===== src/rtl/key_matrix_scan.sv =====
// Row-scanning matrix keypad controller.
// One row is driven low per slot. Columns are sampled mid-slot through a
// 2-flop synchroniser. Each key is debounced across scan frames. Debounced
// flips are reported as a state bitmap, as one-cycle pulses, and as a
// single-entry valid/ready event register.

// Per-key debounce cell: counts consecutive disagreeing samples and flips.
module key_matrix_scan_cell #(
  parameter int DEBOUNCE = 2,
  parameter int DW       = 2
) (
  input  logic clk,
  input  logic rst,
  input  logic sample,   // this key's row is being sampled this edge
  input  logic s,        // sampled level, 1 = pressed
  output logic state,
  output logic press_p,
  output logic rel_p,
  output logic flip      // state flips on this edge
);
  logic [DW-1:0] dcnt;

  assign flip = sample && (s != state) && (dcnt == DW'(DEBOUNCE - 1));

  // debounce counter, debounced state and one-cycle edge pulses
  always_ff @(posedge clk) begin
    if (rst) begin
      dcnt    <= '0;
      state   <= 1'b0;
      press_p <= 1'b0;
      rel_p   <= 1'b0;
    end else begin
      press_p <= 1'b0;
      rel_p   <= 1'b0;
      if (sample) begin
        if (s == state) begin
          dcnt <= '0;
        end else if (flip) begin
          state   <= s;
          dcnt    <= '0;
          press_p <= s;
          rel_p   <= ~s;
        end else begin
          dcnt <= dcnt + DW'(1);
        end
      end
    end
  end
endmodule

module key_matrix_scan #(
  parameter int ROWS          = 4,
  parameter int COLS          = 4,
  parameter int SLOT_CYCLES   = 250000,
  parameter int SAMPLE_OFFSET = 125000,
  parameter int DEBOUNCE      = 2
) (
  input  logic                          clk,
  input  logic                          rst,
  input  logic                          scan_en,
  input  logic [COLS-1:0]               col_in,
  output logic [ROWS-1:0]               row_out,
  output logic [ROWS*COLS-1:0]          key_state,
  output logic [ROWS*COLS-1:0]          press_pulse,
  output logic [ROWS*COLS-1:0]          release_pulse,
  output logic                          ev_valid,
  input  logic                          ev_ready,
  output logic [$clog2(ROWS*COLS)-1:0]  ev_code,
  output logic                          ev_press,
  output logic                          overflow
);
  localparam int KW  = $clog2(ROWS*COLS);
  localparam int CW  = $clog2(SLOT_CYCLES);
  localparam int RW  = $clog2(ROWS);
  localparam int CCW = $clog2(COLS);
  localparam int DW  = $clog2(DEBOUNCE + 1);

  logic [COLS-1:0] sync1, sync2;
  logic [CW-1:0]   slot_cnt;
  logic [RW-1:0]   row;
  logic            sample;

  logic [ROWS-1:0][COLS-1:0] flip_mat, st_mat, pr_mat, rl_mat;
  logic [COLS-1:0]           row_flips;
  logic                      found, multi;
  logic [CCW-1:0]            cand_col;
  logic [KW-1:0]             cand_code;
  logic                      cand_press;

  // column synchroniser; idles high like the pulled-up columns
  always_ff @(posedge clk) begin
    if (rst) begin
      sync1 <= '1;
      sync2 <= '1;
    end else begin
      sync1 <= col_in;
      sync2 <= sync1;
    end
  end

  // slot counter, row index and registered row drive (one cycle behind row)
  always_ff @(posedge clk) begin
    if (rst || !scan_en) begin
      slot_cnt <= '0;
      row      <= '0;
      row_out  <= '1;
    end else begin
      row_out <= ~(ROWS'(1) << row);
      if (slot_cnt == CW'(SLOT_CYCLES - 1)) begin
        slot_cnt <= '0;
        row      <= (row == RW'(ROWS - 1)) ? '0 : row + RW'(1);
      end else begin
        slot_cnt <= slot_cnt + CW'(1);
      end
    end
  end

  assign sample = scan_en && (slot_cnt == CW'(SAMPLE_OFFSET));

  // key cell array; only the currently driven row sees a sample strobe
  for (genvar r = 0; r < ROWS; r++) begin : g_row
    for (genvar c = 0; c < COLS; c++) begin : g_col
      key_matrix_scan_cell #(.DEBOUNCE(DEBOUNCE), .DW(DW)) u_cell (
        .clk     (clk),
        .rst     (rst),
        .sample  (sample && (row == RW'(r))),
        .s       (~sync2[c]),
        .state   (st_mat[r][c]),
        .press_p (pr_mat[r][c]),
        .rel_p   (rl_mat[r][c]),
        .flip    (flip_mat[r][c])
      );
    end
  end

  assign key_state     = st_mat;
  assign press_pulse   = pr_mat;
  assign release_pulse = rl_mat;
  assign row_flips     = flip_mat[row];

  // pick the lowest-column flip of the sampled row; note any extras
  always_comb begin
    found    = 1'b0;
    multi    = 1'b0;
    cand_col = '0;
    for (int c = 0; c < COLS; c++) begin
      if (row_flips[c]) begin
        if (found) begin
          multi = 1'b1;
        end else begin
          found    = 1'b1;
          cand_col = CCW'(c);
        end
      end
    end
    cand_code  = KW'(row) * KW'(COLS) + KW'(cand_col);
    cand_press = ~sync2[cand_col];
  end

  // single-entry event holding register with sticky drop flag
  always_ff @(posedge clk) begin
    if (rst) begin
      ev_valid <= 1'b0;
      ev_code  <= '0;
      ev_press <= 1'b0;
      overflow <= 1'b0;
    end else if (found) begin
      if (!ev_valid || ev_ready) begin
        ev_valid <= 1'b1;
        ev_code  <= cand_code;
        ev_press <= cand_press;
      end else begin
        overflow <= 1'b1;
      end
      if (multi) overflow <= 1'b1;
    end else if (ev_valid && ev_ready) begin
      ev_valid <= 1'b0;
    end
  end
endmodule


===== config.mk =====
export PLATFORM = sky130hd
export DESIGN_NAME = key_matrix_scan
export DESIGN_NICKNAME = d
export VERILOG_FILES = /design/src/rtl/key_matrix_scan.sv
export SDC_FILE = /design/constraint.sdc
export NUM_CORES = 1
export LEC_CHECK = 0
export BUFFER_PORTS_ARGS = -buffer_cell sky130_fd_sc_hd__buf_4
export CORE_MARGIN = 4
export CORE_UTILIZATION = 55
export DETAILED_ROUTE_END_ITERATION = 12
export GPL_ROUTABILITY_DRIVEN = 0
export PLACE_DENSITY_LB_ADDON = 0.12
export SETUP_SLACK_MARGIN = 0.05
export SLEW_MARGIN = 20
export SYNTH_ARGS = -nofsm -noshare
export SYNTH_HDL_FRONTEND = slang
export SYNTH_HIERARCHICAL = 1
export SYNTH_SLANG_ARGS = --single-unit

===== constraint.sdc =====
create_clock -name clk -period 4 [get_ports clk]
set_input_delay 0.8 -clock clk [delete_from_list [all_inputs] [get_ports clk]]
set_output_delay 0.8 -clock clk [all_outputs]
set_load 0.02 [all_outputs]

---- Yosys cells after proc, flatten, opt, wreduce, memory -nomap -nowiden ----
Cells that the tools add are included.
word-level totals
  register bits ........................... 119
  input port bits ......................... 8
  word-level logic and storage cells ...... 330
cells by class
  $add $sub $neg .......................... 19
  magnitude comparators ................... 2
  eq/ne operators ......................... 55
  shift-type cells ........................ 1
  multiplexer cells ....................... 58
  bitwise gates (word level) .............. 42
  reduce and logical (&&, ||, !) cells .... 80
operator list
  operator                                                                       count
  2-bit 2-to-1 mux                                                               37
  4-bit OR reduction                                                             16
  3-bit AND reduction                                                            16
  1-bit NOT                                                                      41
  1-bit logical AND                                                              38
  2-bit by 1-bit adder with 2-bit output (second input constant)                 17
  2-bit by 1-bit == test with 1-bit output (second input constant)               17
  18-bit by 1-bit adder with 18-bit output (second input constant)               1
  18-bit by 17-bit == test with 1-bit output (second input constant)             1
  18-bit == test (second input constant)                                         1
  1-bit 2-to-1 mux                                                               18
  1-bit == test                                                                  16
  1-bit != test                                                                  16
  4-bit binary-select mux with 2-bit select                                      1
  2-bit by 3-bit less-than comparator with 1-bit output (second input constant)  2
  2-bit AND reduction                                                            3
  4-bit by 2-bit adder with 4-bit output                                         1
  2-bit == test (second input constant)                                          2
  4-bit 2-to-1 mux                                                               1
  4-bit NOT                                                                      1
  1-bit by 2-bit left shift with 4-bit output (first input constant)             1
  1-bit binary-select mux with 2-bit select                                      1
  1-bit zero test                                                                2
  2-bit zero test                                                                1
  other kinds (5)                                                                6

---- Longest topological paths before layout ----
  depth in word-level cells ............... 17
  depth in mapped cells ................... 11
  depth with buffers taken out ............ 11

---- By module ----
The synthesis kept the hierarchy.
modules (own cells, without submodules)
  module                instances  cells each  area an instance (µm²)  sequential area each (µm²)
  key_matrix_scan_cell  16         19          202.7                   100.1
  key_matrix_scan       1          196         1799.2                  780.7

---- Least setup slack after synthesis ----
Ideal clock, no wire load.
  path type ............................... flip-flop to flip-flop
  start ................................... register slot_cnt[9]
  end ..................................... register ev_press
  setup time .............................. 0.101 ns
  arrival ................................. 2.776 ns
  path slack .............................. 1.123 ns
  stages on the path, launching flop included .. 12
  buffers on the path ..................... 1
  period minus slack after synthesis ...... 2.877 ns
  cell sequence ........................... dfxtp_1 or4_1 or3_1 buf_2 nor2_1 and2_1 nand3b_1 nor2_1 mux4_2 or2_2 a211oi_1 o41ai_1
RTL lines
  item                    line  text
  from (decl)             79    logic [CW-1:0] slot_cnt;
  from (signal assigned)  113   slot_cnt <= slot_cnt + CW'(1);
  to (signal assigned)    171   ev_press <= cand_press;
  to (decl)               69    output logic ev_press,

==> impl_metrics.py <==
metrics = {
    "power_and_ir_drop": {
        "power_frac_clock_pct": 55.3,
        "power_leakage_nw": 2.217,
        "pwr-share-seq_pct": 42.4,
        "ir_drop_mv": 0.3058,
        "sw_frac_of_total_pct": 19.40,
        "intPower_mw": 2.267,
        "p_sw_uw": 545.8,
        "pwr-share-comb_pct": 2.3,
        "powerDensity_mw_per_mm2": 449.2,
    },
    "routing": {
        "route.met3.wl_um": 535,
        "via_per_inst": 5.738,
        "first_iter_violations": 247,
        "met1Wirelength_um": 4944,
        "ant_nets": 0,
        "wl_met2_um": 5168,
        "highest-signal-layer": "met4",
        "drc": 0,
        "num_vias": 4011,
        "dr.pass1.iters": 5,
        "wl_per_cell_um": 15.42,
        "routed_wirelength_um": 10780,
    },
    "critical_path": {
        "end_kind": "flip-flop",
        "cp_max_fo": 16,
        "worst_path_dominant_cell_family": "simple AND/OR/NAND/NOR gates",
        "startpoint_type": "flip-flop",
        "path_cells": "or4_1 -> or3_1 -> nor2_1 -> and2_1 -> nand3b_1 -> nor2_1 -> mux4_2 -> or2_2 -> a211oi_1 -> o41ai_1",
        "crit_slowest_cell": "and2_1",
        "crit_arrival_ns": 3.87,
        "required_ns": 4.41,
        "crit_buf_inv": 0,
        "r2r_start": "slot_cnt[9]$_SDFF_PP0_",
        "slowest_delay_ns": 0.53,
        "path_class": "flip-flop to flip-flop",
        "crit_path_frequent_cell": "nor2_1",
        "startpoint": "slot_cnt[9]$_SDFF_PP0_",
    },
    "floorplanning": {
        "dieWidth_um": 103.8,
        "die_height_um": 103.8,
        "fp.coreArea_mm2": 0.008806,
        "fp.dieArea_mm2": 0.01076,
        "io_pins": 67,
        "num_rows": 34,
        "initial_utilization_pct": 57.26,
    },
    "global_routing": {
        "grt_first_pass_wirelength_um": 18160,
        "first_global_vias": 3848,
        "antenna_found_initial": 0,
        "grt_use_total_pct": 20.45,
        "grt_max_degree": 109,
        "grt_remaining_overflow": 0,
    },
    "placement": {
        "dp_slack_ns": 0.5906,
        "io_buffers": 66,
        "dp.cells": 668,
        "post_dp_cell_area_mm2": 0.005652,
        "dp_hpwl_um": 6859,
    },
    "final_layout": {
        "final_nets": 593,
        "final_cell_area_mm2": 0.006262,
        "area_growth_pct": 24.19,
        "layout_commonest_cell": "dfxtp_1",
        "drive_gt1_share_pct": 19.46,
        "n_antenna_cell": 0,
        "final_cells": 699,
        "mostFrequentLayoutCells": "119 x dfxtp_1, 67 x buf_4, 50 x nand2b_1",
    },
    "yosys": {
        "synth_area_leaders": "dfxtp_1 47%, nand2b_1 6.2%, nor4b_1 5.6%",
        "ys_ff_latch": 119,
        "ys.flop_type": "dfxtp_1",
        "synth_compound_area_share_pct": 8.288,
        "syn_inst": 500,
        "synth_nets": 514,
        "synth-seq-area-share_pct": 47.25,
        "yosysWarnings": 6,
        "synth_top_family_by_area": "simple AND/OR/NAND/NOR gates",
        "synth_area_mm2": 0.005042,
        "synth_simple_gate_area_share_pct": 30.47,
        "post_synth_xor_area_fraction_pct": 4.690,
        "synth_fa_ha_area_share_pct": 1.687,
        "synth_top_area_share_pct": 47.25,
        "async_flop_share_pct": 0,
        "syn_area_per_cell_um2": 10.08,
        "muxShareOfSynthArea_pct": 4.963,
        "ys_types": 43,
        "yosysTopAreaCell": "dfxtp_1",
        "synth_edf_count": 0,
    },
    "timing": {
        "fmax_mhz": 288.6,
        "drv_slew": 0,
        "rsz0062_at_grt": "no",
        "relSlewSlack_pct": 37.47,
        "finalHoldViolCount": 0,
        "worst_clock_skew_ns": 0.007416,
        "fin_crit_ns": 3.465,
        "tns_ns": 0,
        "worst_slack_ns": 0.5346,
        "period_share_pct": 86.63,
        "setup_violations": 0,
        "worstMarginPinSlew_ns": 0.9379,
    },
    "clock_tree": {
        "insertion_delay_ns": 0.51,
        "hold_buffers": 0,
        "clock_path_buffers": 2,
        "cts_sinks": 119,
        "cts_htree_levels": 4,
        "cts_tree": "built",
        "ctsResizeCount": 0,
        "clock-root-buffer": "clkbuf_8",
        "numCtsBuffers": 17,
        "cts_setup_buffers": 0,
        "clkTransAtPathRegs_ns": 0.06,
    },
    "worst_hold_path": {
        "worst_hold_path_type": "flip-flop to flip-flop",
        "hp-start": "sync1[2]$_SDFF_PP1_",
    },
    "run_status": {
        "outcome": "finished, final reports clean",
    },
    "flow_run": {
        "cap_violations": 0,
    },
}
## cells in the mapped netlist (5+ instances only)
cell type / n
a21oi_1: 13
and2_1: 5
clkbuf_1: 5
dfxtp_1: 119
ha_1: 6
inv_1: 28
mux2i_1: 16
nand2_1: 10
nand2b_1: 50
nand3_1: 9
nand3b_1: 17
nor2_1: 32
nor4b_1: 32
o21ai_0: 8
o22ai_1: 16
o32ai_1: 16
or2_2: 10
or3b_1: 32
or4_1: 8
xnor2_1: 21
xor2_1: 6
## metal layers
| layer | vias to the layer above | global-route usage (%) |
|---|---|---|
| li1 | 1980 | - |
| met1 | 1923 | 26.52 |
| met2 | 96 | 32.24 |
| met3 | 12 | 6.468 |
| met4 | 0 | 7.312 |
| met5 | - | 0 |
## logic make-up after synthesis
kind of cell / after synthesis
and+or+nand+nor: 230
DFF: 119
AOI/OAI and AO/OA: 62
xor gates and xnor gates: 27
muxes: 20
buffers and inverters: 35
adders and majority gates: 7
## state kept, by name (all words and copies together), names as in the netlist
register	flops
g_row.g_col.u_cell/press_p	16
g_row.g_col.u_cell/rel_p	16
sync1	4
ev_valid	1
ev_code	4
g_row.g_col.u_cell/state	16
ev_press	1
row	2
sync2	4
slot_cnt	18
g_row.g_col.u_cell/dcnt	32
row_out	4
overflow	1
## power by group through the flow
stage | Clock (mW) | Sequential [mW] | Combinational [mW]
5_1_grt | 1.64 | 1.19 | 0.0714
3_5_place_dp | 0 | 1.22 | 0.0640
3_3_place_gp | 0 | 1.22 | 0.0618
6_report | 1.55 | 1.19 | 0.0644
4_1_cts | 1.58 | 1.19 | 0.0647
2_1_floorplan | 0 | 1.22 | 0.0340
## metrics by stage
step,hold WS [ns],power [mW],util [%]
5_1_grt,0.4257,2.908,71.11
2_1_floorplan,0.3895,1.253,-
6_report,0.4072,2.813,71.11
4_1_cts,0.4087,2.840,71.11
3_5_place_dp,0.3957,1.283,64.18
3_3_place_gp,0.3931,1.281,64.18
## final cells by class
class | instances | area [um2]
clock inverters | 9 | 147.6
flip-flops and latches | 119 | 2382
inverters | 28 | 105.1
multi-input cells | 346 | 2526
clock buffers | 22 | 462.9
fillers | 651 | 2544
repair buffers | 67 | 503.0
well taps | 108 | 135.1
## final timing paths
| check | cells past startpoint | slack (ns) | endpoint |
|---|---|---|---|
| min | 1 | 0.41 | sync2[2]$_SDFF_PP1_ |
| max reg2reg | 10 | 0.53 | ev_press$_SDFFE_PP0P_ |
| max | 10 | 0.53 | ev_press$_SDFFE_PP0P_ |
| min reg2reg | 1 | 0.41 | sync2[2]$_SDFF_PP1_ |
(Power assumes the default switching activity.)
